===== src/rtl/relay_pkg.sv =====
// Shared types and constants for the relay computer timing sequencer and its decode logic.
// Holds controller states, opcode match patterns, instruction lengths and the state_k one-hot codes.
package relay_pkg;

  localparam int NUM_STATES = 24;
  localparam int LEN_SHORT  = 8;
  localparam int LEN_MOV16  = 10;
  localparam int LEN_MEM    = 12;
  localparam int LEN_INC    = 14;
  localparam int LEN_LONG   = 24;

  typedef enum logic [1:0] {IDLE, SEQ, PAUSE, HALTED} seq_state_e;
  typedef logic [23:0] fsm_onehot_t;

  // Opcode classes: an opcode belongs to a class when (op & MASK) == VAL.
  localparam logic [7:0] OP_MOV8_MASK  = 8'hC0, OP_MOV8_VAL  = 8'h00;
  localparam logic [7:0] OP_SETAB_MASK = 8'hC0, OP_SETAB_VAL = 8'h40;
  localparam logic [7:0] OP_ALU_MASK   = 8'hF0, OP_ALU_VAL   = 8'h80;
  localparam logic [7:0] OP_MEM_MASK   = 8'hF0, OP_MEM_VAL   = 8'h90;
  localparam logic [7:0] OP_MOV16_MASK = 8'hF0, OP_MOV16_VAL = 8'hA0;
  localparam logic [7:0] OP_INCXY_MASK = 8'hFF, OP_INCXY_VAL = 8'hB0;
  localparam logic [7:0] OP_HALT_MASK  = 8'hF8, OP_HALT_VAL  = 8'hB8;
  localparam logic [7:0] OP_LONG_MASK  = 8'hC0, OP_LONG_VAL  = 8'hC0;

  localparam fsm_onehot_t state_1  = 24'h000001, state_2  = 24'h000002, state_3  = 24'h000004;
  localparam fsm_onehot_t state_4  = 24'h000008, state_5  = 24'h000010, state_6  = 24'h000020;
  localparam fsm_onehot_t state_7  = 24'h000040, state_8  = 24'h000080, state_9  = 24'h000100;
  localparam fsm_onehot_t state_10 = 24'h000200, state_11 = 24'h000400, state_12 = 24'h000800;
  localparam fsm_onehot_t state_13 = 24'h001000, state_14 = 24'h002000, state_15 = 24'h004000;
  localparam fsm_onehot_t state_16 = 24'h008000, state_17 = 24'h010000, state_18 = 24'h020000;
  localparam fsm_onehot_t state_19 = 24'h040000, state_20 = 24'h080000, state_21 = 24'h100000;
  localparam fsm_onehot_t state_22 = 24'h200000, state_23 = 24'h400000, state_24 = 24'h800000;

endpackage


===== src/rtl/relay_inst_length.sv =====
// Opcode -> instruction length decoder, purely combinational (zero latency, no flow control).
// First-match priority; unassigned 1011xxxx codes run as short no-ops and are flagged illegal.
module relay_inst_length
  import relay_pkg::*;
#(
  parameter int LEN_SHORT = relay_pkg::LEN_SHORT,
  parameter int LEN_MOV16 = relay_pkg::LEN_MOV16,
  parameter int LEN_MEM   = relay_pkg::LEN_MEM,
  parameter int LEN_INC   = relay_pkg::LEN_INC,
  parameter int LEN_LONG  = relay_pkg::LEN_LONG
) (
  input  logic [7:0] opcode,
  output logic [4:0] len,
  output logic       is_halt,
  output logic       is_illegal
);

  always_comb begin
    len        = 5'(LEN_SHORT);
    is_halt    = 1'b0;
    is_illegal = 1'b0;
    if (((opcode & OP_MOV8_MASK) == OP_MOV8_VAL) ||
        ((opcode & OP_SETAB_MASK) == OP_SETAB_VAL) ||
        ((opcode & OP_ALU_MASK) == OP_ALU_VAL)) begin
      len = 5'(LEN_SHORT);
    end else if ((opcode & OP_MEM_MASK) == OP_MEM_VAL) begin
      len = 5'(LEN_MEM);
    end else if ((opcode & OP_MOV16_MASK) == OP_MOV16_VAL) begin
      len = 5'(LEN_MOV16);
    end else if ((opcode & OP_INCXY_MASK) == OP_INCXY_VAL) begin
      len = 5'(LEN_INC);
    end else if ((opcode & OP_HALT_MASK) == OP_HALT_VAL) begin
      len     = 5'(LEN_MOV16);
      is_halt = 1'b1;
    end else if ((opcode & OP_LONG_MASK) == OP_LONG_VAL) begin
      len = 5'(LEN_LONG);
    end else begin
      is_illegal = 1'b1;
    end
  end

endmodule


===== src/rtl/relay_cycle_sequencer.sv =====
// Master one-hot cycle sequencer: starts state_1 one clock after run, length latched at state 4.
// No backpressure; run/step_mode only take effect at instruction boundaries, HALT exits only by reset.
module relay_cycle_sequencer
  import relay_pkg::*;
#(
  parameter int NUM_STATES = relay_pkg::NUM_STATES,
  parameter int LEN_SHORT  = relay_pkg::LEN_SHORT,
  parameter int LEN_MOV16  = relay_pkg::LEN_MOV16,
  parameter int LEN_MEM    = relay_pkg::LEN_MEM,
  parameter int LEN_INC    = relay_pkg::LEN_INC,
  parameter int LEN_LONG   = relay_pkg::LEN_LONG
) (
  input  logic                  clk,
  input  logic                  reset,
  input  logic                  run,
  input  logic                  step_mode,
  input  logic                  step_req,
  input  logic [7:0]            inst_reg_value,
  output logic [NUM_STATES-1:0] input_from_fsm,
  output logic [4:0]            cycle_num,
  output logic                  running,
  output logic                  halted,
  output logic                  inst_done,
  output logic                  illegal_op
);

  // Fetch cycles 1-3 are unconditional, so every length must cover them and fit the vector.
  if (NUM_STATES > 31 || LEN_SHORT < 4 || LEN_MOV16 < 4 || LEN_MEM < 4 || LEN_INC < 4 ||
      LEN_LONG < 4 || LEN_SHORT > NUM_STATES || LEN_MOV16 > NUM_STATES ||
      LEN_MEM > NUM_STATES || LEN_INC > NUM_STATES || LEN_LONG > NUM_STATES) begin : g_bad_len
    $error("relay_cycle_sequencer: instruction lengths must lie in 4..NUM_STATES");
  end

  localparam logic [NUM_STATES-1:0] VEC_FIRST = NUM_STATES'(1);

  seq_state_e            st_q;
  logic [4:0]            cyc_q;
  logic [4:0]            len_q;
  logic                  halt_q;
  logic [NUM_STATES-1:0] vec_q;
  logic                  running_q;
  logic                  halted_q;

  logic [4:0] dec_len;
  logic       dec_halt;
  logic       dec_illegal;

  relay_inst_length #(
    .LEN_SHORT (LEN_SHORT),
    .LEN_MOV16 (LEN_MOV16),
    .LEN_MEM   (LEN_MEM),
    .LEN_INC   (LEN_INC),
    .LEN_LONG  (LEN_LONG)
  ) u_len (
    .opcode     (inst_reg_value),
    .len        (dec_len),
    .is_halt    (dec_halt),
    .is_illegal (dec_illegal)
  );

  // At state 4 the fresh decode is used directly so a 4-cycle instruction still ends on time.
  logic       at_state4;
  logic [4:0] eff_len;
  logic       eff_halt;
  logic       last_cyc;

  assign at_state4 = (st_q == SEQ) && (cyc_q == 5'd4);
  assign eff_len   = at_state4 ? dec_len : len_q;
  assign eff_halt  = at_state4 ? dec_halt : halt_q;
  assign last_cyc  = (st_q == SEQ) && (cyc_q == eff_len);

  assign input_from_fsm = vec_q;
  assign cycle_num      = cyc_q;
  assign running        = running_q;
  assign halted         = halted_q;
  assign inst_done      = last_cyc;
  assign illegal_op     = at_state4 && dec_illegal;

  always_ff @(posedge clk) begin
    if (reset) begin
      st_q      <= IDLE;
      cyc_q     <= 5'd0;
      len_q     <= 5'(LEN_SHORT);
      halt_q    <= 1'b0;
      vec_q     <= '0;
      running_q <= 1'b0;
      halted_q  <= 1'b0;
    end else begin
      case (st_q)
        IDLE: begin
          if (run) begin
            st_q      <= SEQ;
            cyc_q     <= 5'd1;
            vec_q     <= VEC_FIRST;
            running_q <= 1'b1;
          end
        end
        SEQ: begin
          if (at_state4) begin
            len_q  <= dec_len;
            halt_q <= dec_halt;
          end
          if (last_cyc) begin
            if (eff_halt || !run || step_mode) begin
              st_q      <= eff_halt ? HALTED : (!run ? IDLE : PAUSE);
              cyc_q     <= 5'd0;
              vec_q     <= '0;
              running_q <= 1'b0;
              halted_q  <= eff_halt;
            end else begin
              cyc_q <= 5'd1;
              vec_q <= VEC_FIRST;
            end
          end else begin
            cyc_q <= cyc_q + 5'd1;
            vec_q <= vec_q << 1;
          end
        end
        PAUSE: begin
          if (!run) begin
            st_q <= IDLE;
          end else if (!step_mode || step_req) begin
            st_q      <= SEQ;
            cyc_q     <= 5'd1;
            vec_q     <= VEC_FIRST;
            running_q <= 1'b1;
          end
        end
        HALTED: begin
          st_q <= HALTED;
        end
        default: st_q <= IDLE;
      endcase
    end
  end

endmodule

===== config.mk =====
export PLATFORM = sky130hd
export DESIGN_NAME = relay_cycle_sequencer
export DESIGN_NICKNAME = d
export VERILOG_FILES = /design/src/rtl/relay_pkg.sv /design/src/rtl/relay_inst_length.sv /design/src/rtl/relay_cycle_sequencer.sv
export SDC_FILE = /design/constraint.sdc
export NUM_CORES = 1
export LEC_CHECK = 0
export BUFFER_PORTS_ARGS = -buffer_cell sky130_fd_sc_hd__buf_2
export CORE_ASPECT_RATIO = 0.6
export CORE_MARGIN = 2
export CORE_UTILIZATION = 50
export DETAILED_ROUTE_END_ITERATION = 12
export PLACE_DENSITY_LB_ADDON = 0.12
export SLEW_MARGIN = 20
export SYNTH_ARGS = -nofsm -noshare
export SYNTH_HDL_FRONTEND = slang
export SYNTH_HIERARCHICAL = 1
export SYNTH_SLANG_ARGS = --single-unit

===== constraint.sdc =====
create_clock -name clk -period 2.42 [get_ports clk]
set_input_delay 0.242 -clock clk [delete_from_list [all_inputs] [get_ports clk]]
set_output_delay 0.242 -clock clk [all_outputs]
set_load 0.01 [all_outputs]

==> metrics.yaml <==
detailed_routing:
  ant_nets: 0
  routedWlPerCell_um: 13.5
  routed_wl_um: 4040
  drtPass1Iterations: 4
  drt-initial-drc-count: 95
  viasPerCell: 5.36
  drc: 0
  routed-via-count: 1608
synth:
  synth_cell_types: 47
  async_flop_share: 0
  synth_top_area_share: 0.431
  synth_edf_count: 0
  synth_nets: 222
  postSynthCellCount: 207
  synth_area_per_cell_um2: 8.76
  seq_area_frac_synth: 0.431
  synth-seq-cells: 39
  synth_top_cell_by_area: "dfxtp_1"
  synth_ff_type: "dfxtp_1"
  syn_area_um2: 1810
  yosys-top-cells-area: "dfxtp_1, a22oi_1, nor2_1"
  yosysWarnings: 6
clocking:
  clockBufferDepth: 2
  numCtsBuffers: 5
  cts_tree: "done"
  root_buffer: "clkbuf_8"
  cts_sinks: 39
  ctsHtreeMaxLevel: 2
  hold_buffers: 0
  insertion_delay_ps: 290
  clk_pin_slew_ps: 70
worst_setup_path:
  cp_top_family: "compound AO/OA/AOI/OAI gates"
  critPathLaunchType: "flop"
  critPathBufInv: 2
  crit_chain: "inv_1, a222oi_1, o21a_1, nand4_1, nor2_2, buf_2"
  worstSetupPathType: "reg -> out"
  worstPathArrival_ps: 2010
  worst_path_largest_cell_delay_ps: 510
  worstPathMaxFanout: 10
  slowest_stage: "dfxtp_1"
  required_ps: 2180
  worstSetupEndpointType: "primary output"
pwr:
  p_comb_frac: 0.092
  p_leak_nw: 0.969
  pwr-share-seq: 0.493
  ir_worst_vdd_uv: 476
  power_switching_mw: 0.300
  p_clk_frac: 0.416
  swShare: 0.226
  total_power_mw: 1.33
  power_density_nw_per_um2: 596
  power.internal_mw: 1.03
grt:
  grt_max_degree: 41
  overflow: 0
  grt_pass1_wl_um: 6590
  antenna_found_initial: 0
  grt_pass1_vias: 1401
  grt_use_total: 0.209
place:
  dp_cells: 289
  dp_hpwl_um: 2860
  gp_congestion: 0.834
  numPortBuffers: 45
timing:
  min_period_ps: 2250
  final_hold_viol_count: 0
  max_slew_margin: 0.546
  worst_hold_slack_ps: 321
  fin_skew_ps: 5.22
  setup_tns_ps: 0
  setup_viol: 0
  drv_slew: 0
  max_freq_mhz: 445
  period_share: 0.929
  tightestPinTransition_ps: 681
floorplan:
  fp.dieArea_um2: 4140
  chipHeight_um: 50.6
  rows: 16
  fp.coreArea_um2: 3360
  initial_core_util: 0.539
  boundaryPins: 46
  die_w_um: 81.7
job:
  maxCapViolations: 0
worst_hold_path:
  min_path_type: "in -> reg"
cells_and_area:
  drive_above_1_share: 0.310
  fin_nets: 269
  fillers: 290
  layout.cells.most_common: "buf_2"
  n_antenna_cell: 0
  layout_common_cells: "buf_2, dfxtp_1, nor2_1, a22oi_1, nand2_1"
  final_cells: 300
  area.growth.synth_to_final_pct: 23.1
status:
  status: "complete, no violations"
-- final cells by class --
type / count / area (um^2) / share of cell area
tap: 45 / 56.3 / 0.0252
multi-input combinational: 144 / 930 / 0.417
timing repair buffer: 54 / 305 / 0.137
sequential: 39 / 785 / 0.352
clock buffer: 6 / 82.6 / 0.0370
clock inverter: 2 / 35.0 / 0.0157
inverter: 10 / 37.5 / 0.0168
-- logic make-up after synthesis --
logic type      Yosys count  synth area share
fa+ha+maj                 2            0.0138
flops                    39             0.431
mux                       3            0.0193
compound gates           53             0.224
buf+inv                  24            0.0690
simple gates             83             0.234
xor+xnor                  1           0.00483
other cells               2           0.00414
-- per-stage QoR --
step,utilization,setup WS (ps),instance area (um^2)
after CTS,0.650,1.65,2190
after floorplan,-,380,1810
after global routing,0.663,-1.20,2230
after detailed placement,0.615,249,2070
final,0.663,171,2230
after global placement,0.615,240,2070
-- registers in the layout, summed over array words and instances, names as in the netlist --
| register | count |
|---|---|
| halted | 1 |
| cycle_num | 5 |
| halt_q | 1 |
| input_from_fsm | 24 |
| len_q | 5 |
| st_q | 2 |
| running | 1 |
-- timing repair --
item,in CTS,in global routing
buffers inserted,0,3
setup endpoints to repair,0,3
hold endpoints to repair,0,0
resized for setup,0,8
-- synthesized netlist by cell type, types with 2 or more instances --
cell and count:
conb_1 2, o21ai_0 5, a22oi_1 25, nor3b_1 2, a31oi_2 2, nor2_1 30
nand2_2 3, ha_1 2, a222oi_1 2, nor3_1 5, clkbuf_1 5, nand2_1 12
nand2b_1 7, mux2i_1 2, a21oi_1 8, buf_4 2, buf_6 3, dfxtp_1 39
nor2b_1 5, nand4_1 2, inv_1 10, buf_2 3, nand3_1 6, and3_1 2
-- worst min-delay path: stages --
cell     delay, ps
buf_2          140
a21oi_1        130
nor3_1          50
-- final timing paths --
kind           startpoint           endpoint  slack (ps)  cells after the start
max reg2reg  cycle_num[2]  input_from_fsm[0]         320                      7
min                   run            st_q[0]         320                      3
min reg2reg        halted             halted         470                      2
max          cycle_num[2]          inst_done         170                      6
-- layer usage --
metal  global-route usage  share of wire  up-vias
li1                     -              -      828
met1                0.311           0.52      732
met2                0.279           0.42       48
met3               0.0719          0.059        0
met4               0.0611              0        0
met5                    0              0        -
-- power by group through the flow --
stage	logic (mW)	registers [mW]	clock network, mW
2_1_floorplan	0.0727	0.674	0
3_3_place_gp	0.115	0.671	0
3_5_place_dp	0.114	0.671	0
4_1_cts	0.114	0.656	0.564
5_1_grt	0.135	0.656	0.594
6_report	0.122	0.655	0.553
Note: power is estimated with default switching activity, not from simulation.
